<file path="config.mk">
export PLATFORM = sky130hd
export DESIGN_NAME = bht_predictor
export DESIGN_NICKNAME = d
export VERILOG_FILES = /design/src/rtl/bp_pkg.sv /design/src/rtl/bht_predictor_two_bits_fsm.sv /design/src/rtl/bht_predictor.sv
export SDC_FILE = /design/constraint.sdc
export NUM_CORES = 1
export LEC_CHECK = 0
export CORE_MARGIN = 3
export CORE_UTILIZATION = 40
export DETAILED_ROUTE_END_ITERATION = 10
export GPL_TIMING_DRIVEN = 0
export PLACE_DENSITY = 0.61
export SETUP_SLACK_MARGIN = 0.4
export SLEW_MARGIN = 10
export SYNTH_ARGS = -nofsm -noshare
export SYNTH_HDL_FRONTEND = slang
export SYNTH_HIERARCHICAL = 1
export SYNTH_SLANG_ARGS = --single-unit
</file>
<file path="constraint.sdc">
create_clock -name clk -period 14.08 [get_ports clk]
set_clock_uncertainty 0.15 [all_clocks]
set_input_delay 2.816 -clock clk [delete_from_list [all_inputs] [get_ports clk]]
set_output_delay 2.816 -clock clk [all_outputs]
set_load 0.02 [all_outputs]
</file>
<file path="src/rtl/bp_pkg.sv">
// Shared encodings and helpers for the branch predictor.
// Counter values, control states and PC-to-index mapping.
package bp_pkg;

  localparam logic [1:0] STRONGLY_NOT = 2'd0;
  localparam logic [1:0] WEAKLY_NOT   = 2'd1;
  localparam logic [1:0] WEAKLY_YES   = 2'd2;
  localparam logic [1:0] STRONGLY_YES = 2'd3;

  localparam logic [0:0] ST_IDLE  = 1'b0;
  localparam logic [0:0] ST_CLEAR = 1'b1;

  // Word index: drop byte offset, keep the low `bits` bits.
  function automatic logic [31:0] pc_to_index(
    input logic [31:0] pc,
    input int unsigned bits
  );
    return (pc >> 2) & ~(32'hFFFF_FFFF << bits);
  endfunction

endpackage

</file>
<file path="src/rtl/bht_predictor_two_bits_fsm.sv">
// Two-bit saturating counter next-state logic.
// Purely combinational; one step toward the actual outcome.
module TWO_BITS_FSM
  import bp_pkg::*;
(
  input  logic [1:0] cur,
  input  logic       taken,
  output logic [1:0] nxt
);

  // Saturating step up on taken, down on not-taken
  always_comb begin
    nxt = cur;
    unique case (cur)
      STRONGLY_NOT: nxt = taken ? WEAKLY_NOT   : STRONGLY_NOT;
      WEAKLY_NOT:   nxt = taken ? WEAKLY_YES   : STRONGLY_NOT;
      WEAKLY_YES:   nxt = taken ? STRONGLY_YES : WEAKLY_NOT;
      STRONGLY_YES: nxt = taken ? STRONGLY_YES : WEAKLY_YES;
    endcase
  end

endmodule

</file>
<file path="src/rtl/bht_predictor.sv">
// Branch history table of 2-bit counters.
// Registered prediction, pipelined training, table clear, stats.
module bht_predictor
  import bp_pkg::*;
#(
  parameter int         INDEX_BITS = 6,
  parameter int         PC_WIDTH   = 32,
  parameter logic [1:0] INIT_STATE = 2'd1,
  parameter int         STAT_WIDTH = 16
) (
  input  logic                  clk,
  input  logic                  rst,
  input  logic                  pred_req,
  input  logic [PC_WIDTH-1:0]   pred_pc,
  output logic                  pred_valid,
  output logic                  pred_taken,
  output logic [1:0]            pred_state,
  input  logic                  upd_valid,
  input  logic [PC_WIDTH-1:0]   upd_pc,
  input  logic                  upd_taken,
  input  logic                  upd_mispredict,
  input  logic                  clear_req,
  output logic                  busy,
  output logic [STAT_WIDTH-1:0] upd_count,
  output logic [STAT_WIDTH-1:0] mispred_count
);

  localparam int DEPTH = 2 ** INDEX_BITS;

  logic [1:0]            bht [DEPTH];
  logic [0:0]            state;
  logic [INDEX_BITS-1:0] clr_ptr;
  logic [INDEX_BITS-1:0] pred_idx;
  logic [INDEX_BITS-1:0] upd_idx;
  logic [INDEX_BITS-1:0] u1_idx;
  logic                  u1_taken;
  logic                  u1_valid;
  logic [1:0]            nxt;
  logic                  idle;
  logic                  accept;

  assign pred_idx = INDEX_BITS'(pc_to_index(32'(pred_pc), INDEX_BITS));
  assign upd_idx  = INDEX_BITS'(pc_to_index(32'(upd_pc), INDEX_BITS));

  assign idle       = (state == ST_IDLE);
  assign busy       = (state == ST_CLEAR);
  assign accept     = idle && upd_valid && !clear_req;
  assign pred_taken = pred_state[1];

  TWO_BITS_FSM u_fsm (
    .cur   (bht[u1_idx]),
    .taken (u1_taken),
    .nxt   (nxt)
  );

  // Control state and clear pointer
  always_ff @(posedge clk or posedge rst) begin
    if (rst) begin
      state   <= ST_IDLE;
      clr_ptr <= '0;
    end else if (busy) begin
      clr_ptr <= clr_ptr + INDEX_BITS'(1);
      if (clr_ptr == INDEX_BITS'(DEPTH - 1)) state <= ST_IDLE;
    end else if (clear_req) begin
      state   <= ST_CLEAR;
      clr_ptr <= '0;
    end
  end

  // Capture stage of the update pipeline
  always_ff @(posedge clk or posedge rst) begin
    if (rst) begin
      u1_valid <= 1'b0;
      u1_idx   <= '0;
      u1_taken <= 1'b0;
    end else begin
      u1_valid <= accept;
      if (accept) begin
        u1_idx   <= upd_idx;
        u1_taken <= upd_taken;
      end
    end
  end

  // Table writes: clear sweep or committed update
  always_ff @(posedge clk or posedge rst) begin
    if (rst) begin
      for (int i = 0; i < DEPTH; i++) bht[i] <= INIT_STATE;
    end else if (busy) begin
      bht[clr_ptr] <= INIT_STATE;
    end else if (u1_valid) begin
      bht[u1_idx] <= nxt;
    end
  end

  // Registered prediction with same-edge write bypass
  always_ff @(posedge clk or posedge rst) begin
    if (rst) begin
      pred_valid <= 1'b0;
      pred_state <= INIT_STATE;
    end else begin
      pred_valid <= pred_req;
      if (pred_req) begin
        if (busy)
          pred_state <= INIT_STATE;
        else if (u1_valid && u1_idx == pred_idx)
          pred_state <= nxt;
        else
          pred_state <= bht[pred_idx];
      end
    end
  end

  // Saturating statistics on accepted updates
  always_ff @(posedge clk or posedge rst) begin
    if (rst) begin
      upd_count     <= '0;
      mispred_count <= '0;
    end else if (accept) begin
      if (upd_count != '1)
        upd_count <= upd_count + STAT_WIDTH'(1);
      if (upd_mispredict && mispred_count != '1)
        mispred_count <= mispred_count + STAT_WIDTH'(1);
    end
  end

endmodule

</file>
==> PnR_summary.wiki, run 1 <==
{| class="wikitable"
! Metric !! Value
|-
| Status || finished clean
|-
| Routed Wire Length || 38810 um
|-
| Required arrival time at the worst endpoint || around 14 ns
|-
| End of the worst register-to-register path || bht[93]$_DFFE_PP0P_
|-
| Kind of critical path || in2reg
|-
| Fraction of the yosys area taken by sequential cells || 43.98%
|-
| Top Ports || 108
|-
| CTS clock-pin slew for the worst setup and hold paths || 0.08 ns
|-
| Detail Placement HPWL || 27230 um
|-
| Number of DRC markers after the initial detailed-route iteration || about 1200
|-
| Total number of cells along the worst setup path || 8
|-
| Clk sink count || 178
|-
| Critical path's top delay family || buffers and inverters
|-
| Floorplan die width || 166.6 um
|-
| Total standard cell area after synthesis || 10310 sq um
|-
| Power density of the placed cells || a little over 200 nW/um^2
|-
| Pin count of the biggest net entering global routing || roughly 100
|-
| Via/cell ratio || 6.333
|-
| Vias in the first global route || between 9000 and 10000
|-
| Die outline height || 166.6 um
|-
| Maximum fanout encountered on the critical timing path || 10
|-
| Number of gates resized after CTS || 0
|-
| Placer's final routability congestion estimate || 0.9885
|-
| Critical Path, Cell by Cell || clkdlybuf4s50_1 -> buf_2 -> buf_2 -> mux4_2 -> nand3b_1 -> o211ai_1 -> o2111ai_1 -> o21ai_0
|-
| Setup Slack @ Placement || about 8.8 ns
|-
| Average routed wire per standard cell || 25.92 um
|-
| Final-report max-slew violation count || 0
|-
| Async set-reset flop share out of synthesis || 100.0%
|-
| Total overflow reported by the global router || 0
|-
| Max Clock Freq || between 0.2 and 0.25 GHz
|-
| Count of unique library cells instantiated by Yosys || 65
|-
| Most frequent cells after synthesis || 161 x sky130_fd_sc_hd__nand2_1, 113 x sky130_fd_sc_hd__dfrtp_1, 92 x sky130_fd_sc_hd__nor2_1
|-
| Dominant cell by count in the synthesized netlist || sky130_fd_sc_hd__nand2_1
|-
| DRC errors left || 0
|-
| Sum of negative setup slack || 0 ns
|-
| Critical path endpoint || pred_state[1]$_DFFE_PP0P_
|-
| PnR Total Power || around 0.0024 W
|-
| Gate count of the mapped netlist || 1078
|-
| Number of flops mapped to enable cells by yosys || 0
|-
| Starting density of the core || around two fifths
|-
| Static leakage || around 4.6 nW
|-
| Worst Setup Slack, final || 9.228 ns
|-
| Critical Path Start || pred_pc[4]
|-
| Initial antenna violation count || 0
|-
| Final worst path period need || 4.852 ns
|-
| H-tree depth || 4
|-
| Share of final-layout standard cells stronger than drive strength 1 || about 18%
|-
| Maximum count of clock buffers along a single path || 2
|-
| Predominant post-synthesis flop cell || sky130_fd_sc_hd__dfrtp_1
|-
| Unrepaired setup endpoints after global routing || no
|-
| DRT antenna net count || 0
|-
| Synthesized flop and latch total || 178
|-
| Core Footprint || 25250 sq um
|-
| Top cells by area in the synthesized netlist || sky130_fd_sc_hd__dfrtp_1 27%, sky130_fd_sc_hd__dfstp_2 17%, sky130_fd_sc_hd__mux4_2 9.4%, sky130_fd_sc_hd__nand2_1 5.9%, sky130_fd_sc_hd__a21oi_1 4.4%
|-
| Library cell with the largest summed area after synthesis || sky130_fd_sc_hd__dfrtp_1
|-
| Fin area || 11970 sq um
|-
| Total via count after detailed routing || 9481
|-
| Number of maximum-capacitance violations || 0
|-
| Nature of the critical path startpoint || primary input
|-
| Nature of the critical path endpoint || register
|-
| Worst Path Arrival || 5.02 ns
|-
| Buf/Inv on CP || 3
|-
| Standard-cell row count || slightly below 60
|-
| Final standard cell utilization of the core || 47.38%
|-
| Synth Net Count || 1152
|-
| Global-route total usage across every layer || between 20% and 30%
|-
| Worst min path class || reg2reg
|-
| Count of buffers from port buffering || 53
|-
| Syn-to-layout area delta || 16.03%
|-
| Critical-path top delay cell || sky130_fd_sc_hd__clkdlybuf4s50_1
|-
| Largest voltage drop on the vdd net || roughly 0.11 mV
|-
| Setup violators final || 0
|-
| Clock tree from TritonCTS || built
|-
| Post-DP Area || 11330 sq um
|-
| Detailed-router iteration count before antenna repair || 6
|-
| Headroom to the max-slew limit || 15.25%
|-
| Reg2reg setup slack || 9.41 ns
|-
| Post-Synthesis Mean Instance Area || 9.567 sq um
|-
| Root Buffer || sky130_fd_sc_hd__clkbuf_16
|-
| Number of buffers added by the clock tree synthesis step || 17
|-
| Reg-to-Reg Start || u1_idx[2]$_DFFE_PP0P_
|-
| Die Area || 27750 sq um
|-
| Area share of the largest cell type after synthesis || 27.42%
|-
| Final Hold Viols || 0
|-
| FF-to-FF path depth || 12
|-
| Fillers || 2410
|-
| Cts hold-fix bufs || 0
|-
| Post-layout net count || about 1200
|-
| Worst stage delay on the critical path || 0.58 ns
|-
| First-pass GRT wire length || 57880 um
|-
| Final period utilization || between 30% and 40%
|-
| Source-to-sink clock delay at the later pin of the worst-skew pair || about 0.45 ns
|-
| Number of warnings issued by yosys || 6
|-
| Worst slew pin tran || 1.264 ns
|-
| Cell repeated most along the worst path || sky130_fd_sc_hd__buf_2
|-
| Post CTS Setup Buffer Count || 0
|}
-- flip-flops by register name, summed over array words and instances, names as in the netlist --
name,cells
u1_valid,1
u1_taken,1
pred_state,2
clr_ptr,6
pred_valid,1
u1_idx,6
bht,128
upd_count,16
busy,1
mispred_count,16
-- layer usage --
| layer | vias to the layer above | share of wire [%] | track usage [%] |
|---|---|---|---|
| met5 | - | 0 | 0 |
| met4 | 0 | 5.8 | 13.92 |
| met3 | 140 | 10 | 7.643 |
| met2 | 624 | 44 | 41.97 |
| met1 | 4635 | 40 | 36.20 |
| li1 | 4082 | - | - |
-- how the worst min path moves through the flow --
stage                                  startpoint                             to  slack, ns  depth (start not counted)
global route                  bht[50]$_DFFE_PP1P_            bht[50]$_DFFE_PP1P_       0.36                          2
floorplan                     bht[54]$_DFFE_PP1P_            bht[54]$_DFFE_PP1P_       0.31                          2
CTS                 mispred_count[14]$_DFFE_PP0P_  mispred_count[14]$_DFFE_PP0P_       0.35                          1
finish              mispred_count[14]$_DFFE_PP0P_  mispred_count[14]$_DFFE_PP0P_       0.34                          1
detailed placement  mispred_count[14]$_DFFE_PP0P_  mispred_count[14]$_DFFE_PP0P_       0.34                          1
global placement              bht[54]$_DFFE_PP1P_            bht[54]$_DFFE_PP1P_       0.33                          2
-- logic make-up after synthesis --
kind of cell	after synthesis	synth area share, %
flops	178	43.98
fa+ha+maj	5	0.5823
buf+inv	91	3.627
xor+xnor	36	3.057
mux	80	13.20
compound gates	271	16.09
simple gates	417	19.47
-- metrics by stage --
step	hold WS (ns)	instances
6_report	0.3357	1497
5_1_grt	0.3589	1496
4_1_cts	0.3478	1496
3_5_place_dp	0.3370	1464
3_3_place_gp	0.3313	1461
2_1_floorplan	0.3055	1078
-- cell usage in the layout (no fill, tap or decap), types with 5 or more instances in the layout --
cell type                         netlist  layout
sky130_fd_sc_hd__nand4_1               12      12
sky130_fd_sc_hd__o21ai_0               79      79
sky130_fd_sc_hd__nand2_1              161     161
sky130_fd_sc_hd__a211oi_1              14      14
sky130_fd_sc_hd__o211ai_1               5       5
sky130_fd_sc_hd__nor3_1                 8       7
sky130_fd_sc_hd__dfstp_2               65      65
sky130_fd_sc_hd__nor2b_1                9       9
sky130_fd_sc_hd__clkbuf_1              45      45
sky130_fd_sc_hd__a21oi_1               90      90
sky130_fd_sc_hd__dfrtp_1              113     113
sky130_fd_sc_hd__nor2_1                92      91
sky130_fd_sc_hd__o22ai_1               12      12
sky130_fd_sc_hd__and3b_1                6       6
sky130_fd_sc_hd__buf_2                 20      20
sky130_fd_sc_hd__and4_1                 5       5
sky130_fd_sc_hd__mux2i_1               19      19
sky130_fd_sc_hd__a221oi_1              19      19
sky130_fd_sc_hd__and2_1                 5       5
sky130_fd_sc_hd__or2_2                  5       5
sky130_fd_sc_hd__a22o_1                 6       6
sky130_fd_sc_hd__nor3b_1               24      24
sky130_fd_sc_hd__a22oi_1               12      12
sky130_fd_sc_hd__xnor2_1               22      22
sky130_fd_sc_hd__clkbuf_16              0      17
sky130_fd_sc_hd__clkdlybuf4s50_1        0      53
sky130_fd_sc_hd__mux4_2                43      43
sky130_fd_sc_hd__nand3b_1               7       7
sky130_fd_sc_hd__and3_1                 8       8
sky130_fd_sc_hd__nand2b_1               7       7
sky130_fd_sc_hd__xor2_1                14      14
sky130_fd_sc_hd__mux2_2                18      18
sky130_fd_sc_hd__inv_8                  0       6
sky130_fd_sc_hd__nand3_1               52      52
sky130_fd_sc_hd__inv_1                 21      20
-- where the power goes --
| group | switching, W | internal (W) | total (W) | leakage [nW] |
|---|---|---|---|---|
| Combinational | 0.000728 | 0.000336 | 0.00106 | 2.10 |
| Sequential | 0.000126 | 0.000696 | 0.000822 | 2.22 |
| Clock | 0.000235 | 0.000292 | 0.000527 | 0.305 |
-- area by class of cell --
type                       count  area (sq um)  area share [%]
clock buffer                  18         439.2           3.670
multi-input combinational    809          5411           45.22
timing repair buffer          56         584.3           4.883
tap                          330         412.9           3.450
inverter                      22         90.09          0.7528
clock inverter                14         198.9           1.662
buffer                        69         291.5           2.436
antenna                        1         2.502         0.02091
sequential                   178          4536           37.90
Power figures use the tool's default switching activity.
==> run 2, diff against run 1 <==
- clock period: 14.08 -> 4.97 ns (I/O delays scaled with it)
==> run 2 against run 1 <==
Effect of this change: total power rose to 2.8 times the previous value; global-route usage hardly changed; critical endpoint is now bht[50]$_DFFE_PP1P_; core utilization about the same.
==> PnR_summary.wiki, run 2 (synthesis gave the netlist of run 1 again) <==
{| class="wikitable"
! Metric !! Value
|-
| Number of DRC markers after the initial detailed-route iteration || 963 (-20%)
|-
| End of the worst register-to-register path || bht[50]$_DFFE_PP1P_
|-
| Vias in the first global route || 9404 (+2.8%)
|-
| Detailed-router iteration count before antenna repair || 5 (-1)
|-
| Reg2reg setup slack || 0.44 ns (-8.97 ns)
|-
| Source-to-sink clock delay at the later pin of the worst-skew pair || 0.45 ns (about the same)
|-
| First-pass GRT wire length || 58150 um (+0.46%)
|-
| Detail Placement HPWL || 27580 um (+1.3%)
|-
| Worst stage delay on the critical path || 0.59 ns (about the same)
|-
| Capture endpoint of the worst hold path || upd_count[12]$_DFFE_PP0P_
|-
| Global-route total usage across every layer || 27.59% (+0.042 points)
|-
| Top Ports || 108 (unchanged)
|-
| Fraction of power consumed by the clock network || 20.6% (-1.2 points)
|-
| CTS clock-pin slew for the worst setup and hold paths || 0.08 ns (about the same)
|-
| Antenna diodes || 0 (-1)
|-
| Number of cells in the design after placement || 1467 (+0.20%)
|-
| Maximum count of clock buffers along a single path || 2 (unchanged)
|-
| Count of buffers from port buffering || 53 (unchanged)
|-
| Syn-to-layout area delta || 16.05% (about the same)
|-
| Int Power || 0.003640 W (+170%)
|-
| Worst Path Arrival || 4.72 ns (-0.30 ns)
|-
| Setup violators final || 0 (unchanged)
|-
| Core Footprint || 25250 sq um (unchanged)
|-
| Final Hold Viols || 0 (unchanged)
|-
| Reg-to-Reg Start || u1_idx[2]$_DFFE_PP0P_
|-
| Max Clock Freq || 0.2207 GHz
|-
| Registers with the most flip-flops || bht x128, mispred_count x16, upd_count x16
|-
| Initial antenna violation count || 0 (unchanged)
|-
| Nature of the critical path endpoint || register
|-
| H-tree depth || 4 (unchanged)
|-
| Die Area || 27750 sq um (unchanged)
|-
| Worst slew pin tran || 1.333 ns (+0.06886 ns)
|-
| Critical Path, Cell by Cell || buf_2 -> buf_2 -> buf_1 -> mux2i_1 -> o221ai_1 -> a222oi_1 -> o211ai_1 -> maj3_2 -> clkbuf_1 -> inv_1 -> clkbuf_1 -> a22oi_1
|-
| Comb power frac || 44.5% (+0.4 points)
|-
| DRC errors left || 0 (unchanged)
|-
| Nature of the critical path startpoint || register
|-
| Setup Slack @ Placement || 0.4385 ns (-8.340 ns)
|-
| Via/cell ratio || 6.325 (-0.13%)
|-
| Critical-path top delay cell || sky130_fd_sc_hd__buf_1
|-
| Non-Filler Instances || 1499 (+0.13%)
|-
| Largest voltage drop on the vdd net || 0.3012 mV (+170%)
|-
| PnR Total Power || 0.006713 W (+180%)
|-
| Average routed wire per standard cell || 25.66 um (-1.0%)
|-
| Floorplan die width || 166.6 um (unchanged)
|-
| Switching pwr || 0.003073 W (+180%)
|-
| Clock tree from TritonCTS || built
|-
| Hold path startpoint || upd_count[12]$_DFFE_PP0P_
|-
| Starting density of the core || 40.84% (unchanged)
|-
| Clk sink count || 178 (unchanged)
|-
| Standard-cell row count || 58 (unchanged)
|-
| Total overflow reported by the global router || 0 (unchanged)
|-
| Worst min path class || reg2reg
|-
| Root Buffer || sky130_fd_sc_hd__clkbuf_16
|-
| Final period utilization || ~91%
|-
| Total via count after detailed routing || 9481 (unchanged)
|-
| Final worst path period need || between 4 and 5 ns
|-
| Kind of critical path || reg2reg
|-
| DRT antenna net count || 0 (unchanged)
|-
| Static leakage || 4.621 nW (+0.12%)
|-
| Commonest non-fill, non-tap cells in the layout || 161 x sky130_fd_sc_hd__nand2_1, 113 x sky130_fd_sc_hd__dfrtp_1, 91 x sky130_fd_sc_hd__nor2_1, 90 x sky130_fd_sc_hd__a21oi_1, 79 x sky130_fd_sc_hd__o21ai_0
|-
| Worst Hold Path Cells || 1 (unchanged)
|-
| FF-to-FF path depth || 12 (unchanged)
|-
| Post-layout net count || 1230 (+0.24%)
|-
| Worst Setup Slack, final || 0.4386 ns (-8.790 ns)
|-
| Sw Share || 45.78% (+0.63 points)
|-
| Cts hold-fix bufs || 0 (unchanged)
|-
| Number of maximum-capacitance violations || 0 (unchanged)
|-
| Share of final-layout standard cells stronger than drive strength 1 || 18.05% (+0.47 points)
|-
| Routed Wire Length || 38470 um (-0.87%)
|-
| Final-report max-slew violation count || 0 (unchanged)
|-
| Maximum fanout encountered on the critical timing path || 10 (unchanged)
|-
| Number of buffers added by the clock tree synthesis step || 17 (unchanged)
|-
| Die outline height || 166.6 um (unchanged)
|-
| Flip-flop count of the largest register, all copies and words added || 128 (unchanged)
|-
| Headroom to the max-slew limit || 10.63% (-4.6 points)
|-
| Power density of the placed cells || 560.8 nW/um^2 (+180%)
|-
| Required arrival time at the worst endpoint || 5.15 ns (-9.10 ns)
|-
| Post CTS Setup Buffer Count || 0 (unchanged)
|-
| Critical path's top delay family || buffers and inverters
|-
| Relative contribution of sequential cells to total power || 34.8% (+0.7 points)
|-
| Placer's final routability congestion estimate || 0.9952 (+0.68%)
|-
| Buf/Inv on CP || 6 (+3)
|-
| Pin count of the biggest net entering global routing || 38 (-63%)
|-
| Status || finished clean
|-
| Unrepaired setup endpoints after global routing || no
|-
| Most common library cell in the layout ignoring fill and taps || sky130_fd_sc_hd__nand2_1
|-
| Top reg by flops || bht
|}
==> run 2: cell count changes in the layout (fill, tap and decap cells not counted), moves of 2 or more <==
| cell | delta |
|---|---|
| sky130_fd_sc_hd__clkinv_4 | +2 |
| sky130_fd_sc_hd__inv_6 | +2 |
| sky130_fd_sc_hd__bufinv_16 | -2 |
| sky130_fd_sc_hd__clkbuf_1 | -3 |
| sky130_fd_sc_hd__buf_12 | +5 |
| sky130_fd_sc_hd__clkbuf_2 | +3 |
==> run 2: timing repair <==
action | CTS | global route
resized for setup | 0 | 6
hold endpoints to repair | 0 | 0
setup endpoints to repair | 0 | 23
==> run 2: how the worst max path moves through the flow <==
stage,start,to,slack (ns),cells past startpoint
2_1_floorplan,rst,bht[101]$_DFFE_PP0P_,1.60,1
3_3_place_gp,rst,bht[107]$_DFFE_PP0P_,-0.05,2
3_5_place_dp,u1_idx[2]$_DFFE_PP0P_,bht[87]$_DFFE_PP0P_,0.44,12
4_1_cts,u1_idx[2]$_DFFE_PP0P_,bht[63]$_DFFE_PP0P_,0.43,12
5_1_grt,u1_idx[2]$_DFFE_PP0P_,bht[123]$_DFFE_PP0P_,0.43,12
6_report,u1_idx[2]$_DFFE_PP0P_,bht[50]$_DFFE_PP1P_,0.44,12
==> run 2: power groups by stage <==
| stage | logic [W] | clock network (W) | registers [W] |
|---|---|---|---|
| finish | 0.00299 | 0.00139 | 0.00234 |
| global route | 0.00311 | 0.00145 | 0.00236 |
| CTS | 0.00288 | 0.00140 | 0.00231 |
| detailed placement | 0.00287 | 0 | 0.00233 |
| global placement | 0.00283 | 0 | 0.00232 |
| floorplan | 0.00182 | 0 | 0.00219 |
==> run 2: cell type report <==
type                            count  area [sq um]
Inverter                           22         86.33
Multi-Input combinational cell    809          5411
Fill cell                        2382         13290
Sequential cell                   178          4536
Timing Repair Buffer               59         638.1
Buffer                             69         295.3
Clock buffer                       17         425.4
Clock inverter                     15         163.9
Tap cell                          330         412.9
==> run 2: per-stage QoR <==
| stage | hold WS [ns] | utilization (%) | setup TNS [ns] | area (sq um) |
|---|---|---|---|---|
| 5_1_grt | 0.3676 | 47.39 | 0 | 11970 |
| 3_3_place_gp | 0.3327 | 44.59 | -3.274 | 11260 |
| 6_report | 0.3428 | 47.39 | 0 | 11970 |
| 2_1_floorplan | 0.3055 | - | 0 | 10320 |
| 3_5_place_dp | 0.3383 | 45.05 | 0 | 11380 |
| 4_1_cts | 0.3523 | 47.38 | 0 | 11970 |
==> run 2: layer usage <==
metal,track usage [%],vias up,wire length (um)
met3,6.931,147,3829
li1,-,4092,-
met4,15.46,0,2215
met2,42.31,603,17180
met5,0,-,0
met1,35.84,4639,15240
